`src/rtl/sram_arbiter.sv`:
```
// rtl/sram_arbiter.sv - two-port arbiter in front of sramc; A has priority over B.
// Optional SRAM_ARB_STARVE_EN forces a waiting B request through after STARVE_LIMIT denied cycles.
module sram_arbiter #(
  parameter int READ_LATENCY = 2,
  parameter int STARVE_LIMIT = 4
) (
  input  logic        clk,
  input  logic        reset,
  input  logic        a_req,
  input  logic        a_we,
  input  logic [19:0] a_addr,
  input  logic [31:0] a_wdata,
  output logic        a_ack,
  output logic        a_rvalid,
  output logic [31:0] a_rdata,
  input  logic        b_req,
  input  logic        b_we,
  input  logic [19:0] b_addr,
  input  logic [31:0] b_wdata,
  output logic        b_ack,
  output logic        b_rvalid,
  output logic [31:0] b_rdata,
  input  logic [31:0] memory_read,
  output logic [31:0] memory_write,
  output logic [19:0] memory_address,
  output logic        memory_write_enable
);

  logic force_b;

`ifdef SRAM_ARB_STARVE_EN
  localparam int CW = ($clog2(STARVE_LIMIT + 1) > 3) ? $clog2(STARVE_LIMIT + 1) : 3;
  logic [CW-1:0] starve_cnt;

  assign force_b = (starve_cnt == CW'(STARVE_LIMIT));

  always_ff @(posedge clk or negedge reset) begin
    if (!reset) begin
      starve_cnt <= '0;
    end else if (b_req && !b_ack) begin
      if (!force_b) starve_cnt <= starve_cnt + 1'b1;
    end else begin
      starve_cnt <= '0;
    end
  end
`else
  assign force_b = 1'b0;
`endif

  assign b_ack = reset & b_req & (~a_req | force_b);
  assign a_ack = reset & a_req & ~(force_b & b_req);

  // Address and data hold across idle cycles; only the write strobe drops.
  always_ff @(posedge clk or negedge reset) begin
    if (!reset) begin
      memory_address      <= '0;
      memory_write        <= '0;
      memory_write_enable <= 1'b0;
    end else begin
      memory_write_enable <= 1'b0;
      if (a_ack) begin
        memory_address      <= a_addr;
        memory_write        <= a_wdata;
        memory_write_enable <= a_we;
      end else if (b_ack) begin
        memory_address      <= b_addr;
        memory_write        <= b_wdata;
        memory_write_enable <= b_we;
      end
    end
  end

  // Stage k of the tag pipe describes the command presented k cycles ago; port 1 = B.
  logic [READ_LATENCY:0] tag_valid;
  logic [READ_LATENCY:0] tag_port;
  logic                  push_valid;

  assign push_valid = (a_ack & ~a_we) | (b_ack & ~b_we);

  always_ff @(posedge clk or negedge reset) begin
    if (!reset) begin
      tag_valid <= '0;
      tag_port  <= '0;
    end else begin
      tag_valid <= {tag_valid[READ_LATENCY-1:0], push_valid};
      tag_port  <= {tag_port[READ_LATENCY-1:0], b_ack};
    end
  end

  assign a_rvalid = tag_valid[READ_LATENCY] & ~tag_port[READ_LATENCY];
  assign b_rvalid = tag_valid[READ_LATENCY] & tag_port[READ_LATENCY];
  assign a_rdata  = memory_read;
  assign b_rdata  = memory_read;

endmodule

```
`config.mk`:
```
export PLATFORM = sky130hd
export DESIGN_NAME = sram_arbiter
export DESIGN_NICKNAME = d
export VERILOG_FILES = /design/src/rtl/sram_arbiter.sv
export SDC_FILE = /design/constraint.sdc
export NUM_CORES = 1
export LEC_CHECK = 0
export CAP_MARGIN = 5
export CORE_MARGIN = 2
export CORE_UTILIZATION = 34
export DETAILED_ROUTE_END_ITERATION = 10
export MAX_ROUTING_LAYER = met4
export PLACE_DENSITY = 0.82
export SLEW_MARGIN = 20
export SYNTH_ARGS = -nofsm -noshare
export SYNTH_HDL_FRONTEND = slang
export SYNTH_SLANG_ARGS = --single-unit
```
`constraint.sdc`:
```
create_clock -name clk -period 1.3 [get_ports clk]
set_input_delay 0.325 -clock clk [delete_from_list [all_inputs] [get_ports clk]]
set_output_delay 0.325 -clock clk [all_outputs]
set_load 0.01 [all_outputs]
```
==> results of run 1 <==
-- layout make-up --
class | count | area [um^2]
fill | 903 | 4716
timing repair buffer | 230 | 1946
sequential | 59 | 1476
multi-input combinational | 167 | 1269
tap | 133 | 166.4
clock buffer | 11 | 141.4
clock inverter | 5 | 52.55
inverter | 2 | 7.507
-- cells in the mapped netlist, drive strengths merged --
cell type	number
and2	2
inv	2
dfrtp	59
o22ai	105
nor2b	1
buf	86
nor2	1
nand2	3
a21oi	52
clkbuf	5
nand3	1
nand2b	1
a21boi	1
-- flip-flops by register name, summed over array words and instances (netlist names) --
register	cells
memory_write	32
memory_address	20
tag_port	3
tag_valid	3
memory_write_enable	1
-- per-stage QoR --
stage	setup TNS, ns	worst slack, ns	hold WS (ns)
after floorplan	0	0.04171	0.02941
after global placement	-14.64	-0.5332	0.3323
after detailed placement	-16.80	-0.5719	0.3347
after CTS	-0.01951	-0.01951	0.06424
after global routing	-0.05472	-0.03911	0.07018
final	0	0.006194	0.07424
-- power breakdown --
part	switching [mW]	leakage [nW]	total [mW]	internal [mW]
registers	0.142	0.676	2.22	2.08
clock network	0.723	0.0991	1.65	0.928
logic	0.826	1.33	1.89	1.06
-- logic make-up after synthesis --
kind of cell | count (synthesis) | share of synthesized area [%]
compound gates | 158 | 35.38
buf+inv | 93 | 19.56
flops | 59 | 43.30
simple gates | 9 | 1.761
-- critical path: stages (launching register included) --
cell and delay (ns):
dfrtp_1 0.37, and2_1 0.15, buf_2 0.13
-- how the worst max path moves through the flow --
stage,from,slack (ns),to
6_report,tag_valid[2],0.006,b_rvalid
3_3_place_gp,a_req,-0.53,b_ack
5_1_grt,tag_valid[2],-0.04,b_rvalid
2_1_floorplan,b_req,0.04,b_ack
4_1_cts,tag_valid[2],-0.02,b_rvalid
3_5_place_dp,a_req,-0.57,b_ack
-- per-layer routing --
metal,up-vias,GRT usage [%],wire [um]
li1,1450,-,-
met1,1526,21.03,4031
met2,164,37.55,5979
met3,24,5.890,731
met4,0,7.336,233
met5,-,-,0
-- repair_timing --
item / in CTS / in global routing
resized for setup: 165 / 40
pin swaps: 1 / 0
endpoints found under the setup margin: 57 / 41
hold buffers: 0 / 0
setup buffers: 24 / 4
==> impl_metrics.tcl, run 1 <==
set metrics [dict create \
    outcome "finished clean" \
    port_buffers 166 \
    final_common_cell "clkdlybuf4s50_1" \
    synth_area_leaders "dfrtp_1 43%, o22ai_2 17%, buf_4 15%" \
    synth_warnings 0 \
    root_buffer "clkbuf_8" \
    crit_arrival_ns 0.97 \
    clkLatencyLatePin_ns 0.33 \
    nets 611 \
    power_per_cell_area_mw_per_mm2 1139 \
    grt_pass1_vias 3370 \
    synth_top_area_cell "dfrtp_1" \
    grtUsageTotal_pct 20.59 \
    drtPass1Iterations 4 \
    rsz0062_at_grt "yes" \
    die_x_um 104.1 \
    die_area_mm2 0.01085 \
    maxSlewHeadroom_pct 59.13 \
    clockBufferDepth 2 \
    drive_above_1_share_pct 39.24 \
    antenna_found_initial 0 \
    end_kind "output port" \
    finClkSkew_ns 0.004519 \
    synth_nets 461 \
    gp_congestion 0.8131 \
    diodes 0 \
    max_freq_mhz 772.9 \
    numCtsBuffers 9 \
    viasPerCell 5.213 \
    drv_cap 0 \
    rr_endpoint "memory_address[13]" \
    dpl-instance-area_mm2 0.004916 \
    final_util_pct 51.75 \
    fin_crit_sh_pct 99.52 \
    cts_tree "done" \
    path_max_fanout 2 \
    die_h_um 104.1 \
    drt_iter0_drc 144 \
    syn2layout_area_growth_pct 48.37 \
    final_cells 607 \
    rrSetupSlack_ns 0.30 \
    dp_hpwl_um 7613 \
    placedCellCount 563 \
    synth.ff_latch_count 59 \
    crit_required_ns 0.98 \
    slew_viol_final 0 \
    cts_sinks 59 \
    seq_area_frac_synth_pct 43.30 \
    fin_crit_ns 1.294 \
    yosys.cell_types.count 17 \
    timing.rr.start "memory_address[13]" \
    drc 0 \
    num_vias 3164 \
    hold_path_class "input port to asynchronous set/reset pin" \
    final-setup-viol-count 0 \
    start_kind "flip-flop" \
    grt_pass1_wl_um 17420 \
    ff2ff_path_depth 4 \
    synth_top_area_share_pct 43.30 \
    ant_nets 0 \
    routed_wl_um 10980 \
    overflow 0 \
    start_util_pct 34.88 \
    wl_per_cell_um 18.08 \
    max-vdd-ir-drop_mv 0.6199 \
    top_level_ports 263 \
    synthesis.area_mm2 0.003410 \
    crit_type "flip-flop to output port" \
    finalHoldViolCount 0 \
    grt_max_degree 61 \
    clk_pin_slew_ns 0.07 \
    synth.avg_cell_area_um2 10.69 \
    core_mm2 0.009774 \
    power.total_mw 5.761 \
    design_area_mm2 0.005059 \
    htreeDepth 3 \
    final_cell_mix "106 x clkdlybuf4s50_1, 60 x o22ai_1, 59 x buf_4, 59 x dfrtp_1, 52 x a21oi_1" \
    p_leak_nw 2.107 \
    num_rows 36 \
    worst_slew_pin_slew_ns 0.6130 \
    syn_inst 319 \
]
No activity file was read; power rests on OpenSTA's default activity.
==> run 2, diff against run 1 <==
--- a/config.mk
+++ b/config.mk
@@ -15,3 +15,4 @@
 export SYNTH_ARGS = -nofsm -noshare
 export SYNTH_HDL_FRONTEND = slang
 export SYNTH_SLANG_ARGS = --single-unit
+export TNS_END_PERCENT = 20
==> run 2 against run 1 <==
  * Flip-flop and latch count unchanged
  * Design area is 3.6% lower
  * Final cell count is 3.8% lower
  * Clock power about the same
  * Clock skew about the same
  * Utilization is 1.9 points lower
  * Register-to-register slack better by 0.07 ns
==> impl_metrics.tcl, run 2 (synthesis gave the netlist of run 1 again) <==
set metrics [dict create \
    outcome "finished clean" \
    diodes 0 \
    pwr-share-clk_pct 29.5 \
    slew_viol_final 0 \
    crit_required_ns 0.98 \
    finClkSkew_ns 0.004254 \
    rsz0062_at_grt "yes" \
    final_util_pct 49.87 \
    maxSlewHeadroom_pct 59.57 \
    fin_crit_sh_pct 99.67 \
    grtUsageTotal_pct 19.96 \
    clkLatencyLatePin_ns 0.33 \
    end_kind "output port" \
    num_rows 36 \
    cts_sinks 59 \
    p_leak_nw 1.992 \
    die_h_um 104.1 \
    dpl-instance-area_mm2 0.004916 \
    wl_per_cell_um 18.18 \
    worst_slew_pin_slew_ns 0.6064 \
    crit_arrival_ns 0.97 \
    design_area_mm2 0.004875 \
    max_freq_mhz 771.8 \
    num_vias 3043 \
    viasPerCell 5.211 \
    nets 588 \
    max_stage_delay_ns 0.37 \
    clockBufferDepth 2 \
    routed_wl_um 10620 \
    power_switching_mw 1.645 \
    fin_crit_ns 1.296 \
    critPathSlowestCell "dfrtp_1" \
    path_max_fanout 2 \
    fin_ws_ns 0.004258 \
    final_common_cell "clkdlybuf4s50_1" \
    antenna_found_initial 0 \
    ant_nets 0 \
    drtPass1Iterations 4 \
    die_x_um 104.1 \
    regMostFlops "memory_write" \
    syn2layout_area_growth_pct 42.97 \
    htreeDepth 3 \
    dp_hpwl_um 7613 \
    numCtsBuffers 9 \
    grt_pass1_vias 3253 \
    reg_top3 "memory_write x32, memory_address x20" \
    grt_pass1_wl_um 16890 \
    finalHoldViolCount 0 \
    final-setup-viol-count 0 \
    crit_type "flip-flop to output port" \
    power.share.sequential_pct 40.3 \
    largest_reg_flops 32 \
    core_mm2 0.009774 \
    final_cell_mix "106 x clkdlybuf4s50_1, 60 x o22ai_1, 59 x dfrtp_1" \
    port_buffers 166 \
    crit_family "flip-flops" \
    power_per_cell_area_mw_per_mm2 1146 \
    path_buf_inv 1 \
    start_util_pct 34.88 \
    gp_congestion 0.8131 \
    top_level_ports 263 \
    grt_max_degree 61 \
    clk_pin_slew_ns 0.07 \
    root_buffer "clkbuf_8" \
    place_ws_ns -0.5719 \
    combPwrFrac_pct 30.3 \
    cts_tree "done" \
    drive_above_1_share_pct 36.36 \
    overflow 0 \
    drt_iter0_drc 136 \
    power.total_mw 5.588 \
    die_area_mm2 0.01085 \
    drv_cap 0 \
    swShare_pct 29.44 \
    intPower_mw 3.943 \
    hold_path_class "input port to asynchronous set/reset pin" \
    start_kind "flip-flop" \
    max-vdd-ir-drop_mv 0.6104 \
    path_cells "and2_1 -> buf_2" \
    drc 0 \
]
==> run 2: cell types whose count changed in the layout (fill, tap and decap cells not counted), sizes merged <==
cell	change
buf	-10
clkdlybuf4s15	-2
clkbuf	-11
==> run 2: worst paths after layout <==
kind | start | end | slack [ns] | cells past startpoint
worst max-delay path | tag_valid[2] | b_rvalid | 0.004 | 2
worst min-delay path | reset | memory_write[13] | 0.08 | 3
worst max register to register | memory_write[8] | memory_write[8] | 0.37 | 3
worst min register to register | tag_port[1] | tag_port[2] | 0.35 | 0
max in group asynchronous | reset | memory_write[17] | 0.78 | 3
min in group clk | tag_port[1] | tag_port[2] | 0.35 | 0
==> run 2: per-stage QoR <==
stage	setup TNS, ns	instances	hold WS (ns)
after floorplan	0	319	0.02941
after global placement	-14.64	563	0.3323
after detailed placement	-16.80	563	0.3347
after CTS	-0.05285	583	0.06424
after global routing	-0.05472	584	0.07018
final	0	584	0.07517
==> run 2: final cells by class <==
type                    count  area, um^2
multi-input cells         167        1269
flip-flops and latches     59        1476
inverters                   2       7.507
fillers                   925        4900
well taps                 133       166.4
clock buffers              11       141.4
repair buffers            207        1762
clock inverters             5       52.55
==> run 2: worst min-delay path: stages <==
cell and delay [ns]:
buf_4 0.13, buf_12 0.11, buf_4 0.19
==> run 2: power groups by stage <==
stage	registers (mW)	clock network, mW	logic [mW]
6_report	2.25	1.65	1.69
5_1_grt	2.28	1.80	1.82
4_1_cts	2.25	1.72	1.76
3_5_place_dp	2.30	0	1.89
3_3_place_gp	2.29	0	1.84
2_1_floorplan	2.42	0	0.778
==> run 2: layer usage <==
metal	track usage, %	routed length, um
met1	20.56	3911
met2	35.95	5731
met3	5.890	738
met4	7.336	233
met5	-	0
==> run 2: what timing repair did <==
action,in CTS,in global routing
gates resized for setup,196,23
buffers inserted,4,1
hold buffers,0,0
setup endpoints to repair,57,24
pin swaps,1,0
==> run 3, diff against run 2 <==
--- a/config.mk
+++ b/config.mk
@@ -9,7 +9,6 @@
 export CORE_MARGIN = 2
 export CORE_UTILIZATION = 34
 export DETAILED_ROUTE_END_ITERATION = 10
-export MAX_ROUTING_LAYER = met4
 export PLACE_DENSITY = 0.82
 export SLEW_MARGIN = 20
 export SYNTH_ARGS = -nofsm -noshare
==> run 3 against run 2 <==
  * Global-route usage fell by 0.56 points
  * Total power barely moved
  * Clock skew barely moved
  * Register-to-register slack barely moved
  * Flip-flop and latch count did not move
  * Routed wire length barely moved
  * Critical path depth did not move
  * Utilization did not move
  * Highest routed layer unchanged
==> impl_metrics.tcl, run 3 (synthesis gave the netlist of run 1 again) <==
set metrics [dict create \
    outcome "finished clean" \
    critPathSlowestCell "dfrtp_1" \
    core_mm2 0.009774 \
    overflow 0 \
    p_leak_nw 1.992 \
    drc 0 \
    drtPass1Iterations 4 \
    top_usage_layer "met2" \
    final_common_cell "clkdlybuf4s50_1" \
    wl_per_cell_um 18.17 \
    die_x_um 104.1 \
    max-vdd-ir-drop_mv 0.6155 \
    ff2ff_path_depth 3 \
    grtUsageTotal_pct 19.40 \
    clockBufferDepth 2 \
    die_area_mm2 0.01085 \
    routed_wl_um 10610 \
    gr-usage-met2_pct 36.23 \
    ant_nets 0 \
    reg_top3 "memory_write x32, memory_address x20" \
    grt_pass1_wl_um 16890 \
    start_util_pct 34.88 \
    final_cell_mix "106 x clkdlybuf4s50_1, 60 x o22ai_1, 59 x dfrtp_1" \
    fillerInstances 925 \
    finClkSkew_ns 0.003999 \
    cts_sinks 59 \
    regMostFlops "memory_write" \
    crit_type "flip-flop to output port" \
    gp_congestion 0.8016 \
    rrSetupSlack_ns 0.37 \
    hold_buffers 0 \
    finalHoldViolCount 0 \
    rr_endpoint "memory_write[8]" \
    viasPerCell 5.182 \
    die_h_um 104.1 \
    grt_max_degree 61 \
    clk_pin_slew_ns 0.07 \
    slew_viol_final 0 \
    fin_crit_ns 1.295 \
    start_kind "flip-flop" \
    crit_required_ns 0.98 \
    power.total_mw 5.591 \
    root_buffer "clkbuf_8" \
    power_per_cell_area_mw_per_mm2 1147 \
    numCtsBuffers 9 \
    path_buf_inv 1 \
    drt_iter0_drc 127 \
    timing.rr.start "memory_write[8]" \
    grt_pass1_vias 3257 \
    max_stage_delay_ns 0.37 \
    met1_usage_pct 19.77 \
    hold_ws_ns 0.07769 \
    path_cells "and2_1 -> buf_2" \
    end_kind "output port" \
    placedCellCount 563 \
    port_buffers 166 \
    final_util_pct 49.87 \
    dpl-instance-area_mm2 0.004916 \
    largest_reg_flops 32 \
    worst_slew_pin_slew_ns 0.6007 \
    clkLatencyLatePin_ns 0.32 \
    maxSlewHeadroom_pct 59.95 \
    hold_path_class "input port to asynchronous set/reset pin" \
    drv_cap 0 \
    drive_above_1_share_pct 36.36 \
    diodes 0 \
    final-setup-viol-count 0 \
    crit_family "flip-flops" \
    antenna_found_initial 0 \
    path_max_fanout 2 \
    max_freq_mhz 772.4 \
    syn2layout_area_growth_pct 42.97 \
    num_rows 36 \
    grtUsageMet3_pct 6.892 \
    cts_tree "done" \
    nets 588 \
    num_vias 3026 \
    design_area_mm2 0.004875 \
    fin_crit_sh_pct 99.59 \
    htreeDepth 3 \
    final_cells 584 \
    crit_arrival_ns 0.97 \
    dp_hpwl_um 7613 \
    rsz0062_at_grt "yes" \
    top_level_ports 263 \
]
-- run 3: repair_timing --
action | in CTS | in global routing
pin swaps | 1 | 0
setup endpoints to repair | 57 | 24
resized for setup | 196 | 23
setup buffers | 4 | 1
-- run 3: area by class of cell --
type	count	area (um^2)	share of cell area, %
well taps	133	166.4	3.414
inverters	2	7.507	0.1540
flip-flops and latches	59	1476	30.29
clock inverters	5	52.55	1.078
multi-input cells	167	1269	26.03
clock buffers	11	141.4	2.900
repair buffers	207	1762	36.14
-- run 3: how the worst max path moves through the flow --
stage                        from                 end  slack (ns)  cells past startpoint
2_1_floorplan               b_req               b_ack        0.04                      4
3_3_place_gp                a_req               b_ack       -0.53                      3
3_5_place_dp                a_req               b_ack       -0.57                      3
4_1_cts        memory_address[13]  memory_address[13]       -0.03                      1
5_1_grt              tag_valid[2]            b_rvalid       -0.04                      2
6_report             tag_valid[2]            b_rvalid       0.005                      2
-- run 3: per-stage QoR --
| step | setup slack (ns) | setup TNS, ns |
|---|---|---|
| 2_1_floorplan | 0.04171 | 0 |
| 3_3_place_gp | -0.5332 | -14.64 |
| 3_5_place_dp | -0.5719 | -16.80 |
| 4_1_cts | -0.03335 | -0.05285 |
| 5_1_grt | -0.03911 | -0.05470 |
| 6_report | 0.005364 | 0 |
-- run 3: metal layers --
layer | routed length (um) | share of wire (%)
met3 | 799 | 7.5
met1 | 3790 | 36
met5 | 0 | 0
met2 | 5788 | 55
met4 | 235 | 2.2
-- run 3: report_power, final --
part / switching, mW / leakage (nW) / internal [mW]
clock network: 0.722 / 0.0991 / 0.928
logic: 0.753 / 1.22 / 0.937
registers: 0.173 / 0.676 / 2.08
total: 1.65 / 1.99 / 3.94
-- run 3: worst reg2reg max path, delay by kind of cell, from the launching register on --
| kind | cells | cell delay [ns] |
|---|---|---|
| DFF | 1 | 0.39 |
| AOI/OAI and AO/OA | 2 | 0.28 |
| buffers and inverters | 1 | 0.14 |
